<file path="config.mk">
export PLATFORM = sky130hd
export DESIGN_NAME = activation_sequencer
export DESIGN_NICKNAME = d
export VERILOG_FILES = /design/src/rtl/activation_sequencer.sv
export SDC_FILE = /design/constraint.sdc
export NUM_CORES = 1
export LEC_CHECK = 0
export CAP_MARGIN = 25
export CORE_MARGIN = 4
export CORE_UTILIZATION = 48
export CTS_CLUSTER_SIZE = 12
export DETAILED_ROUTE_END_ITERATION = 7
export PLACE_DENSITY = 0.74
export RECOVER_POWER = 100
export SLEW_MARGIN = 20
export SYNTH_ARGS = -nofsm -noshare
export SYNTH_HDL_FRONTEND = slang
export SYNTH_SLANG_ARGS = --single-unit
</file>
<file path="constraint.sdc">
create_clock -name clk_i -period 3.8 [get_ports clk_i]
set_clock_uncertainty 0.15 [all_clocks]
set_input_delay 0.57 -clock clk_i [delete_from_list [all_inputs] [get_ports clk_i]]
set_output_delay 0.57 -clock clk_i [all_outputs]
set_load 0.02 [all_outputs]
</file>
<file path="src/rtl/activation_sequencer.sv">
// Per-layer activation-stage sequencer: admits a configured number of batches,
// drives the activation enable/function select and times the output-valid pulses.
module activation_sequencer #(
    parameter int BatchW  = 16,
    parameter int LatNone = 1,
    parameter int LatRelu = 2
) (
    input  logic              clk_i,
    input  logic              rst_i,
    input  logic              cfg_valid_i,
    output logic              cfg_ready_o,
    input  logic [2:0]        cfg_fn_i,
    input  logic [BatchW-1:0] cfg_batches_i,
    input  logic              src_valid_i,
    output logic              src_ready_o,
    input  logic              dst_ready_i,
    output logic              dst_valid_o,
    output logic              act_en_o,
    output logic [2:0]        act_fn_o,
    output logic              busy_o,
    output logic              done_o,
    output logic              cfg_err_o
);

    localparam int LatMax = (LatRelu > LatNone) ? LatRelu : LatNone;

    typedef enum logic [1:0] {
        S_IDLE,
        S_RUN,
        S_DRAIN,
        S_DONE
    } state_t;

    state_t              state_q;
    logic [BatchW-1:0]   total_q;
    logic [BatchW-1:0]   issued_q;
    logic [BatchW-1:0]   issued_d;
    logic [2:0]          fn_q;
    logic                relu_q;
    logic                err_q;
    logic [LatMax-1:0]   pipe_q;
    logic [LatMax-1:0]   pipe_d;
    logic [LatMax-1:0]   live_mask;
    logic [LatMax-1:0]   pend_mask;
    logic                issue;
    int                  lat;

    assign lat = relu_q ? LatRelu : LatNone;

    // Token in pipe bit k was issued k+1 cycles ago; bits at or beyond L are never populated.
    // NOTE: every always_comb output gets a default first, so no path can infer a latch.
    always_comb begin
        live_mask = '0;
        pend_mask = '0;
        for (int i = 0; i < LatMax; i++) begin
            live_mask[i] = (i < lat);
            pend_mask[i] = (i < lat - 1);
        end
        pipe_d    = '0;
        pipe_d[0] = issue;
        for (int i = 1; i < LatMax; i++) begin
            pipe_d[i] = pipe_q[i-1] & live_mask[i];
        end
    end

    assign src_ready_o = (state_q == S_RUN) && (issued_q < total_q) && dst_ready_i;
    assign issue       = src_valid_i && src_ready_o;
    assign issued_d    = issued_q + {{(BatchW-1){1'b0}}, issue};

    assign cfg_ready_o = (state_q == S_IDLE);
    assign busy_o      = (state_q != S_IDLE);
    assign done_o      = (state_q == S_DONE);
    assign act_en_o    = issue | (|(pipe_q & pend_mask));
    assign dst_valid_o = |(pipe_q & live_mask & ~pend_mask);
    assign act_fn_o    = fn_q;
    assign cfg_err_o   = err_q;

    // NOTE: sequential state uses non-blocking assignments so all registers update together.
    always_ff @(posedge clk_i) begin
        if (rst_i) begin
            state_q  <= S_IDLE;
            total_q  <= '0;
            issued_q <= '0;
            fn_q     <= 3'd0;
            relu_q   <= 1'b0;
            err_q    <= 1'b0;
            pipe_q   <= '0;
        end else begin
            pipe_q <= pipe_d;
            case (state_q)
                S_IDLE: begin
                    if (cfg_valid_i) begin
                        total_q  <= cfg_batches_i;
                        issued_q <= '0;
                        if (cfg_fn_i <= 3'd1) begin
                            fn_q   <= cfg_fn_i;
                            relu_q <= (cfg_fn_i == 3'd1);
                            err_q  <= 1'b0;
                        end else begin
                            fn_q   <= 3'd0;
                            relu_q <= 1'b0;
                            err_q  <= 1'b1;
                        end
                        state_q <= S_RUN;
                    end
                end
                S_RUN: begin
                    issued_q <= issued_d;
                    // Leave on the cycle the last batch issues so DRAIN starts right after it.
                    if (issued_d == total_q) begin
                        state_q <= S_DRAIN;
                    end
                end
                S_DRAIN: begin
                    if (pipe_q == '0) begin
                        state_q <= S_DONE;
                    end
                end
                S_DONE: begin
                    state_q <= S_IDLE;
                end
                default: begin
                    state_q <= S_IDLE;
                end
            endcase
        end
    end

endmodule

</file>
==> impl_results.rst <==
.. list-table::
   :header-rows: 1

   * - Metric
     - Value
   * - CTS hold repair buffers
     - 0
   * - Crit start category
     - flop
   * - Vias in the first global route
     - 2424
   * - Post-route DRC
     - 0
   * - Max stage delay cell, worst path
     - dfxtp_1
   * - Final clock period utilization by the worst path
     - 94.5%
   * - Sequential fraction of the synthesis area
     - 31.0%
   * - Top-level port count
     - 34
   * - Worst reg2reg path startpoint
     - total_q[9]
   * - Seq pwr share
     - 32.7%
   * - Initial antenna violation count
     - 0
   * - Starting density of the core
     - 50.6%
   * - Core Area
     - 5240 µm²
   * - Yosys synthesis warning count
     - 0
   * - TritonCTS Buffers
     - 5
   * - Maximum number of pins on one net before global-route repair
     - 25
   * - Switching power total
     - 614 µW
   * - Most used flip-flop cell after synthesis
     - dfxtp_1
   * - Synthesized instance count
     - 348
   * - Detailed router's first-iteration violation count
     - 173
   * - Worst R2R End
     - state_q[1]
   * - Die Wd
     - 82.3 µm
   * - Buffer levels on the longest clock path
     - 2
   * - Total Die Area
     - 6770 µm²
   * - Peak fanout along the critical path
     - 4
   * - Origin of the worst min-delay path
     - act_fn_o[0]
   * - Total number of vias
     - 2562
   * - Number of standard-cell rows in the floorplan
     - 26
   * - Commonest non-fill, non-tap cell in the layout
     - nand2_1
   * - Proportion of power drawn by combinational gates
     - 43.4%
   * - Reported leakage power
     - 0.00138 µW
   * - Iteration count of the initial detailed-routing pass
     - 4
   * - IR Drop Worst-Case VDD
     - 0.463 mV
   * - CTS tree
     - built
   * - Fraction of power spent switching nets
     - 38.7%
   * - Outcome
     - finished clean
   * - Power Dens Cells
     - 467 nW/µm²
   * - Crit path cell chain
     - inv_1 > ha_1 > a21o_1 > a21o_1 > a21oi_2 > a21oi_1 > a21oi_2 > o211ai_1 > inv_1 > ha_4 > and4_4 > nand3_2 > buf_4 > mux2i_1 > mux2i_1 > nor4b_2 > a31oi_1 > buf_4 > mux2i_1
   * - Post-layout minimum cycle time
     - 3.59 ns
   * - Number of max-cap violations
     - 0
   * - Data arrival time of the critical path
     - 3.63 ns
   * - Clock latency of the later-clocked register in the worst-skew pair
     - 0.30 ns
   * - Total placed instance area
     - 3200 µm²
   * - Non-Filler Cell Area, Final
     - 3390 µm²
   * - EDFF count, synth
     - 0
   * - Slack of the worst reg-to-reg path
     - 0.21 ns
   * - Cell occurring most often along the worst timing path
     - mux2i_1
   * - Clk network pwr share
     - 23.8%
   * - Setup ws final
     - 0.209 ns
   * - Worst hold margin
     - 0.311 ns
   * - Global router's overall resource usage
     - 21.1%
   * - Final net count
     - 444
   * - Synthesized netlist net count
     - 393
   * - Worst Max-Slew Pin Slew
     - 1.00 ns
   * - Share of Yosys cell area claimed by the top area cell type
     - 31.0%
   * - Post-synthesis to final-layout area growth
     - 28.1%
   * - Placed wire-length estimate
     - 5030 µm
   * - Antenna Nets Post-Route
     - 0
   * - Worst Hold Path EP
     - act_fn_o[0]
   * - Cell variety after synth
     - 47
   * - Global-route wire length before repair
     - 11000 µm
   * - Detail-routed net length per standard cell
     - 14.3 µm
   * - Required time at the worst-slack endpoint
     - 3.84 ns
   * - Upper clock frequency limit
     - 278 MHz
   * - Number of buffers inserted by port buffering
     - 33
   * - Post-synthesis sequential element count
     - 41
   * - Average via count per standard cell
     - 5.45
   * - Slew margin rel.
     - 33.1%
   * - Cell depth of the worst flop-to-flop path
     - 19
   * - Largest incremental delay on the critical path
     - 0.33 ns
   * - Final Setup Violations
     - 0
   * - Overflow left after global routing
     - 0
   * - Clock edge transition at the registers on the reported setup and hold paths
     - 0.08 ns
   * - Proportion of register bits with asynchronous set or reset after synthesis
     - 0%
   * - Placer congestion estimate
     - 1.01
   * - Capturing element type of the critical path
     - flop
   * - Post-layout power
     - 1590 µW
   * - Most frequent cells in the layout
     - 58 x nand2_1, 40 x dfxtp_1, 39 x a21oi_1, 28 x buf_4, 26 x inv_1
   * - Hold path cells
     - 2
   * - Hold Path Class
     - reg -> reg
   * - Critical path start-end classification
     - reg -> reg
   * - Fin. max-slew vios
     - 0
   * - Cell chosen for the clock root
     - clkbuf_8
   * - Area of the mapped netlist
     - 2650 µm²
   * - Dominant cells by area after synthesis
     - dfxtp_1 31%, ha_1 9.9%, nand2_1 8.4%
   * - Avg Synthesized Cell Area
     - 7.62 µm²
   * - CTS HTree Levels
     - 2
   * - Endpoints failing hold
     - 0
   * - Vert. Die Dim
     - 82.3 µm
   * - Cell taking the most area after synthesis
     - dfxtp_1
   * - Total detailed-routing wirelength
     - 6740 µm
   * - Worst setup timing slack at the placement stage
     - 0.0995 ns
   * - Share of post-route cells with drive strength above 1
     - 14.2%
   * - Ant. Diodes
     - 0
   * - Clock sink count
     - 41
   * - Cell Int Power
     - 973 µW
==> Yosys cell counts (6+ instances only) <==
cell type and number:
a21oi_1 41, a31oi_1 6, clkbuf_1 13, dfxtp_1 41, ha_1 21, inv_1 26
mux2i_1 7, nand2_1 59, nand2b_1 9, nor2_1 20, nor3_1 9, o21ai_0 18
xnor2_1 17
==> critical path: cells and delay by family (launching register included) <==
kind | cells | cell delay, ns
compound gates | 7 | 1.00
fa+ha+maj | 2 | 0.46
buf+inv | 4 | 0.51
flops | 1 | 0.33
mux | 3 | 0.37
simple gates | 3 | 0.64
==> worst max path at each step <==
stage,startpoint,to,cells past startpoint
global placement,total_q[9],state_q[1],17
global route,total_q[9],state_q[1],19
CTS,total_q[9],state_q[1],17
detailed placement,total_q[9],state_q[1],17
finish,total_q[9],state_q[1],19
floorplan,total_q[9],state_q[0],17
==> state kept, by name, summed over array words and instances, names as in the netlist <==
name and count:
issued_q 16, relu_q 1, act_fn_o 3, total_q 16, pipe_q 2, cfg_err_o 1, state_q 2
==> power groups by stage <==
stage	registers [µW]	logic, µW	clock network (µW)
2_1_floorplan	525	434	0
3_3_place_gp	527	651	0
3_5_place_dp	528	657	0
4_1_cts	517	662	380
5_1_grt	528	761	397
6_report	519	689	378
==> through the flow <==
stage | setup TNS [ns] | instances | util, %
finish | 0 | 470 | 64.8
global route | -0.0858 | 470 | 64.8
floorplan | 0 | 348 | -
detailed placement | 0 | 461 | 61.1
global placement | 0 | 461 | 61.1
CTS | 0 | 469 | 63.4
==> final cells by class <==
class	count	area, µm²
Timing Repair Buffer	62	544
Sequential cell	41	822
Clock inverter	2	37.5
Multi-Input combinational cell	263	1720
Tap cell	70	87.6
Clock buffer	6	82.6
Fill cell	470	1840
Inverter	26	97.6
==> kinds of logic after synthesis <==
group	count (synthesis)	synth area share, %
fa+ha+maj	21	9.91
simple gates	131	24.7
flops	41	31.0
compound gates	81	17.4
mux	9	3.49
xor+xnor	21	6.94
buf+inv	44	6.56
==> per-layer routing <==
metal	up-vias	global-route usage, %	routed length (µm)	share of wire [%]
li1	1291	-	-	-
met1	1177	28.8	3120	46
met2	76	32.7	3010	45
met3	18	4.01	401	6.0
met4	0	8.47	209	3.1
met5	-	0	0	0
==> repair_timing <==
action,CTS,global route
gates resized for setup,0,16
setup endpoints to repair,0,2
setup buffers,0,1
Note: power is estimated with default switching activity, not from simulation.
==> RTL change 1 (same flow settings) <==
`LatRelu`: 2 -> 1.
--- a/src/rtl/activation_sequencer.sv
+++ b/src/rtl/activation_sequencer.sv
@@ -4,5 +4,5 @@
     parameter int BatchW  = 16,
     parameter int LatNone = 1,
-    parameter int LatRelu = 2
+    parameter int LatRelu = 1
 ) (
     input  logic              clk_i,
Formal check against the unedited RTL: not equivalent (a bounded check fails within 4 cycles, from zero or initial values and one cycle with rst_i high).
==> RTL change 1 against the unedited design <==
- wire length up 2.6%
- count of clock-buffer cells in the layout unchanged
- synthesized area down 2.4%
- sequential cell count down 2
- total power up 0.30%
- cell area up 0.41%
- worst setup slack worse by 130 ps
- critical endpoint is now state_q[0]
- largest cell class unchanged
- highest routed layer unchanged
==> RTL change 1: results (changes against the unedited design) <==
| Metric | Value |
|---|---|
| Max-cap viol count | 0 (unchanged) |
| Synth Area in Compound Gates | 19.16% (+1.8 points) |
| Clk Latency, worst-skew pair | about 290 ps |
| Placed Area | 3068 µm² (-4.2%) |
| Routability Congestion | 0.8825 (-13%) |
| Syn Nets | 387 (-1.5%) |
| Xor and xnor fraction of the mapped netlist area | 6.434% (-0.51 points) |
| Maximum fanout along the worst path | 3 (-1) |
| GRT Overall Usage | 22.29% (+1.1 points) |
| Drt total wl | 6913 µm (+2.6%) |
| Yosys cell types | 44 (-6.4%) |
| Global-route wire length before repair | 11390 µm (+3.2%) |
| Adder-cell share of the synthesized area | 10.16% (+0.24 points) |
| Worst vdd ir | 0.2616 mV (-43%) |
| Asr flop ratio synth | 0% (unchanged) |
| Register area | 789.5 µm² (-4.0%) |
| Final HPWL DP | 4885 µm (-2.8%) |
| Status | finished clean |
| R2R Setup Slk | 80 ps (-130 ps) |
| Leak | 0.001377 µW (-0.19%) |
| Synth top cells by count | 53 x nand2_1, 40 x a21oi_1, 39 x dfxtp_1 |
| Max Buffers Root-to-Sink | 2 (unchanged) |
| Synth top area cells | dfxtp_1 30%, ha_1 10%, a21oi_1 7.7% |
| Worst Max-Slew Pin Slew | 872.5 ps (-130.7 ps) |
| Critical path endpoint | state_q[0] |
| Sequential share of the synthesized area | 30.19% (-0.78 points) |
| Share of synthesized area spent on multiplexers | 1.161% (-2.3 points) |
| Fillcell total | 436 (-7.2%) |
| Layout cells sized above 1 | 16.54% (+2.3 points) |
| Reg2reg path depth | 14 (-5) |
| # diodes | 0 (unchanged) |
| Crit path DAT | 3790 ps (+160 ps) |
| Final-stage net count | 431 (-2.9%) |
| Initial antenna violation count | 0 (unchanged) |
| Vias per inst | 5.516 (+1.2%) |
| Main flop type after synthesis | dfxtp_1 |
| Vias in the first global route | 2427 (+0.12%) |
| Iter 0 DRT Violations | 209 (+21%) |
## RTL change 1: cell types whose count changed after synthesis, sizes merged, moves of 3 or more
| cell | delta |
|---|---|
| a21o | +4 |
| a31oi | -4 |
| buf | +3 |
| clkbuf | -3 |
| mux2i | -4 |
| nand2 | -6 |
| nand2b | -4 |
| nand4 | +4 |
| nand4b | -3 |
| nor3 | +6 |
| or3 | +8 |
| xnor2 | -4 |
## RTL change 1: where the power goes
part	switching, µW	internal [µW]
registers	43.1	458
clock network	152	216
logic	431	292
## RTL change 1: worst max-delay path, cell delays in order (launching register included)
cell	delay, ps
dfxtp_2	340
inv_1	60
ha_4	230
a21o_1	150
a21o_1	170
a21oi_2	160
o211ai_1	180
a211oi_4	350
ha_4	260
xor2_1	150
or4_1	490
a311oi_1	240
nand4_1	150
o32ai_2	350
mux2i_1	230
## RTL change 1: timing repair
item,CTS,global route
pin swaps,11,22
hold endpoints to repair,0,0
endpoints found under the setup margin,2,2
setup buffers,4,4
gates resized for setup,8,25
cloned,0,0
## RTL change 1: cell type report
cell class	instances	area share, %
multi-input combinational	261	53.52
clock inverter	2	1.138
tap	70	2.570
clock buffer	6	2.423
inverter	24	2.643
sequential	39	23.16
timing repair buffer	55	14.54
## RTL change 1: through the flow
step           std cells  setup WS, ps  setup TNS [ps]  hold WS (ps)  power, µW
2_1_floorplan        342         55.03               0         299.5      937.3
3_3_place_gp         441         134.0               0         310.8       1139
3_5_place_dp         441        -31.27          -45.03         318.0       1151
4_1_cts              453         8.794               0         331.1       1546
5_1_grt              457        -30.53          -48.99         337.8       1703
6_report             457         81.05               0         321.9       1591
## RTL change 1: cell families after synthesis
logic type / after synthesis
AND/OR/NAND/NOR: 135
AO/OA/AOI/OAI: 83
buffers and inverters: 42
flip-flops: 39
adder cells (fa/ha/maj): 21
XOR/XNOR: 19
multiplexers: 3
## RTL change 1: per-layer routing
metal  vias up  GRT usage, %  share of wire, %
li1       1274             -                 -
met1      1173         28.67                44
met2        62         36.64                49
met3        12         3.991               5.3
met4         0         8.953               1.5
met5         -             0                 0
## RTL change 1: worst min-delay path by stage
stage	from	endpoint	slack, ps
detailed placement	total_q[7]	total_q[7]	320
finish	total_q[8]	total_q[8]	320
CTS	total_q[7]	total_q[7]	330
global placement	act_fn_o[2]	act_fn_o[2]	310
floorplan	total_q[7]	total_q[7]	300
global route	act_fn_o[1]	act_fn_o[1]	340
==> RTL change 2 (same settings) <==
Without the edit above. Register the input `cfg_batches_i` before use, cleared by the reset. The logic sees it one clock later. The other inputs are not delayed to match.
--- a/src/rtl/activation_sequencer.sv
+++ b/src/rtl/activation_sequencer.sv
@@ -31,4 +31,14 @@
         S_DONE
     } state_t;
+
+    logic [BatchW-1:0] cfg_batches_q;
+
+    always_ff @(posedge clk_i) begin
+        if (rst_i) begin
+            cfg_batches_q <= '0;
+        end else begin
+            cfg_batches_q <= cfg_batches_i;
+        end
+    end
 
     state_t              state_q;
@@ -91,5 +101,5 @@
                 S_IDLE: begin
                     if (cfg_valid_i) begin
-                        total_q  <= cfg_batches_i;
+                        total_q  <= cfg_batches_q;
                         issued_q <= '0;
                         if (cfg_fn_i <= 3'd1) begin
Function: changed (Yosys sat finds a counterexample within 4 cycles, from zero or initial values and one cycle with rst_i high).
==> RTL change 2 against the unedited design <==
- synthesized area is 17% higher
- utilization up 3.6 points
- cell area rose by 23%
- worst setup slack worse by 160 ps
- wire length is 23% higher
- hold slack lost 32 ps
- via count grew 17%
- sequential cell count up 16
- total power increased by 21%
- critical path type unchanged
- highest routed layer unchanged
==> RTL change 2: results (changes against the unedited design) <==
| Metric | Value |
|---|---|
| Status | finished clean |
| Largest net degree at the start of global routing | 31 (+24%) |
| Layout cells sized above 1 | 22.76% (+8.5 points) |
| Synth top area cells | dfxtp_1 37%, ha_1 8.5%, nand2_1 7.2% |
| GRT Overall Usage | 22.35% (+1.2 points) |
| Crit path DAT | 3880 ps (+250 ps) |
| R2R Setup Slk | 50 ps (-160 ps) |
| Drt pass-1 iters | 5 (+1) |
| Synth top cells by count | 59 x nand2_1, 57 x dfxtp_1, 44 x a21oi_1 |
| CTS Buf Count | 9 (+4) |
| Vias in the first global route | 2906 (+20%) |
| Yosys cell types | 51 (+8.5%) |
| Reg2reg path depth | 20 (+1) |
| Non-Filler Instances | 532 (+13%) |
| Final-stage net count | 498 (+12%) |
| Syn Nets | 422 (+7.4%) |
| Sequential share of the synthesized area | 36.86% (+5.9 points) |
| Worst vdd ir | 0.4718 mV (+1.9%) |
| Clk Latency, worst-skew pair | 340 ps (+40 ps) |
| Leak | 0.001703 µW (+23%) |
| Final HPWL DP | 5542 µm (+10%) |
| Routability Congestion | 0.9883 (-2.6%) |
| Iter 0 DRT Violations | 214 (+24%) |
| Number of H-tree levels | 3 (+1) |
| Maximum fanout along the worst path | 3 (-1) |
| Placed cell count | 510 (+11%) |
## RTL change 2: stage by stage
step	cell area, µm²	setup WS (ps)	TNS, ps
2_1_floorplan	3143	1.163	0
3_3_place_gp	3796	-33.92	-33.92
3_5_place_dp	3796	-98.28	-130.2
4_1_cts	4096	-74.80	-97.36
5_1_grt	4170	-107.9	-211.0
6_report	4170	46.47	0
## RTL change 2: cell type report
| class | count | area share (%) |
|---|---|---|
| Timing Repair Buffer | 82 | 16.80 |
| Clock inverter | 4 | 0.6301 |
| Multi-Input combinational cell | 284 | 47.10 |
| Sequential cell | 57 | 27.60 |
| Inverter | 19 | 1.710 |
| Tap cell | 75 | 2.250 |
| Clock buffer | 11 | 3.900 |
## RTL change 2: repair_timing
action | in CTS | in global routing
gates resized for setup | 17 | 11
hold buffers | 0 | 0
cloned | 0 | 0
buffers inserted | 5 | 2
pin swaps | 13 | 12
endpoints found under the setup margin | 2 | 2
## RTL change 2: power by group
group          internal [µW]  switching (µW)
Combinational            303             415
Clock                    289             242
Sequential               637            27.2
Total                   1230             685
## RTL change 2: critical path, cell delays in order, from the launching register on
cell and delay [ps]:
dfxtp_2 340, inv_2 50, ha_4 210, a21o_1 160, a21oi_2 140, nor2b_2 80, o21ai_2 170, nor2_2 80
a2111oi_4 210, and3_4 260, ha_4 140, buf_6 100, nand3_4 100, buf_6 140, nor3_4 210, nand4_1 130
a31o_1 220, a2111oi_4 360, buf_4 190, and4b_1 180, a221o_1 100
## RTL change 2: cells by family after synthesis
group | Yosys count | synth area share (%)
and+or+nand+nor | 154 | 25.75
AOI/OAI and AO/OA | 87 | 17.58
DFF | 57 | 36.86
buffers and inverters | 36 | 4.931
adders and majority gates | 21 | 8.488
xor gates and xnor gates | 19 | 5.376
muxes | 3 | 1.011
## RTL change 2: worst min path at each step
stage | slack, ps | depth (start not counted) | from | to
final | 280 | 2 | cfg_batches_q[13] | total_q[13]
after global routing | 300 | 2 | cfg_batches_q[11] | total_q[11]
after CTS | 280 | 2 | cfg_batches_q[13] | total_q[13]
after detailed placement | 270 | 2 | cfg_batches_q[13] | total_q[13]
after global placement | 260 | 2 | cfg_batches_q[13] | total_q[13]
after floorplan | 260 | 2 | cfg_batches_q[13] | total_q[13]
## RTL change 2: layer usage
metal | up-vias | global-route usage, % | routed length, µm
met5 | - | 0 | 0
met4 | 0 | 8.791 | 173
met3 | 22 | 6.145 | 480
met2 | 107 | 36.98 | 3994
met1 | 1409 | 27.62 | 3611
li1 | 1456 | - | -
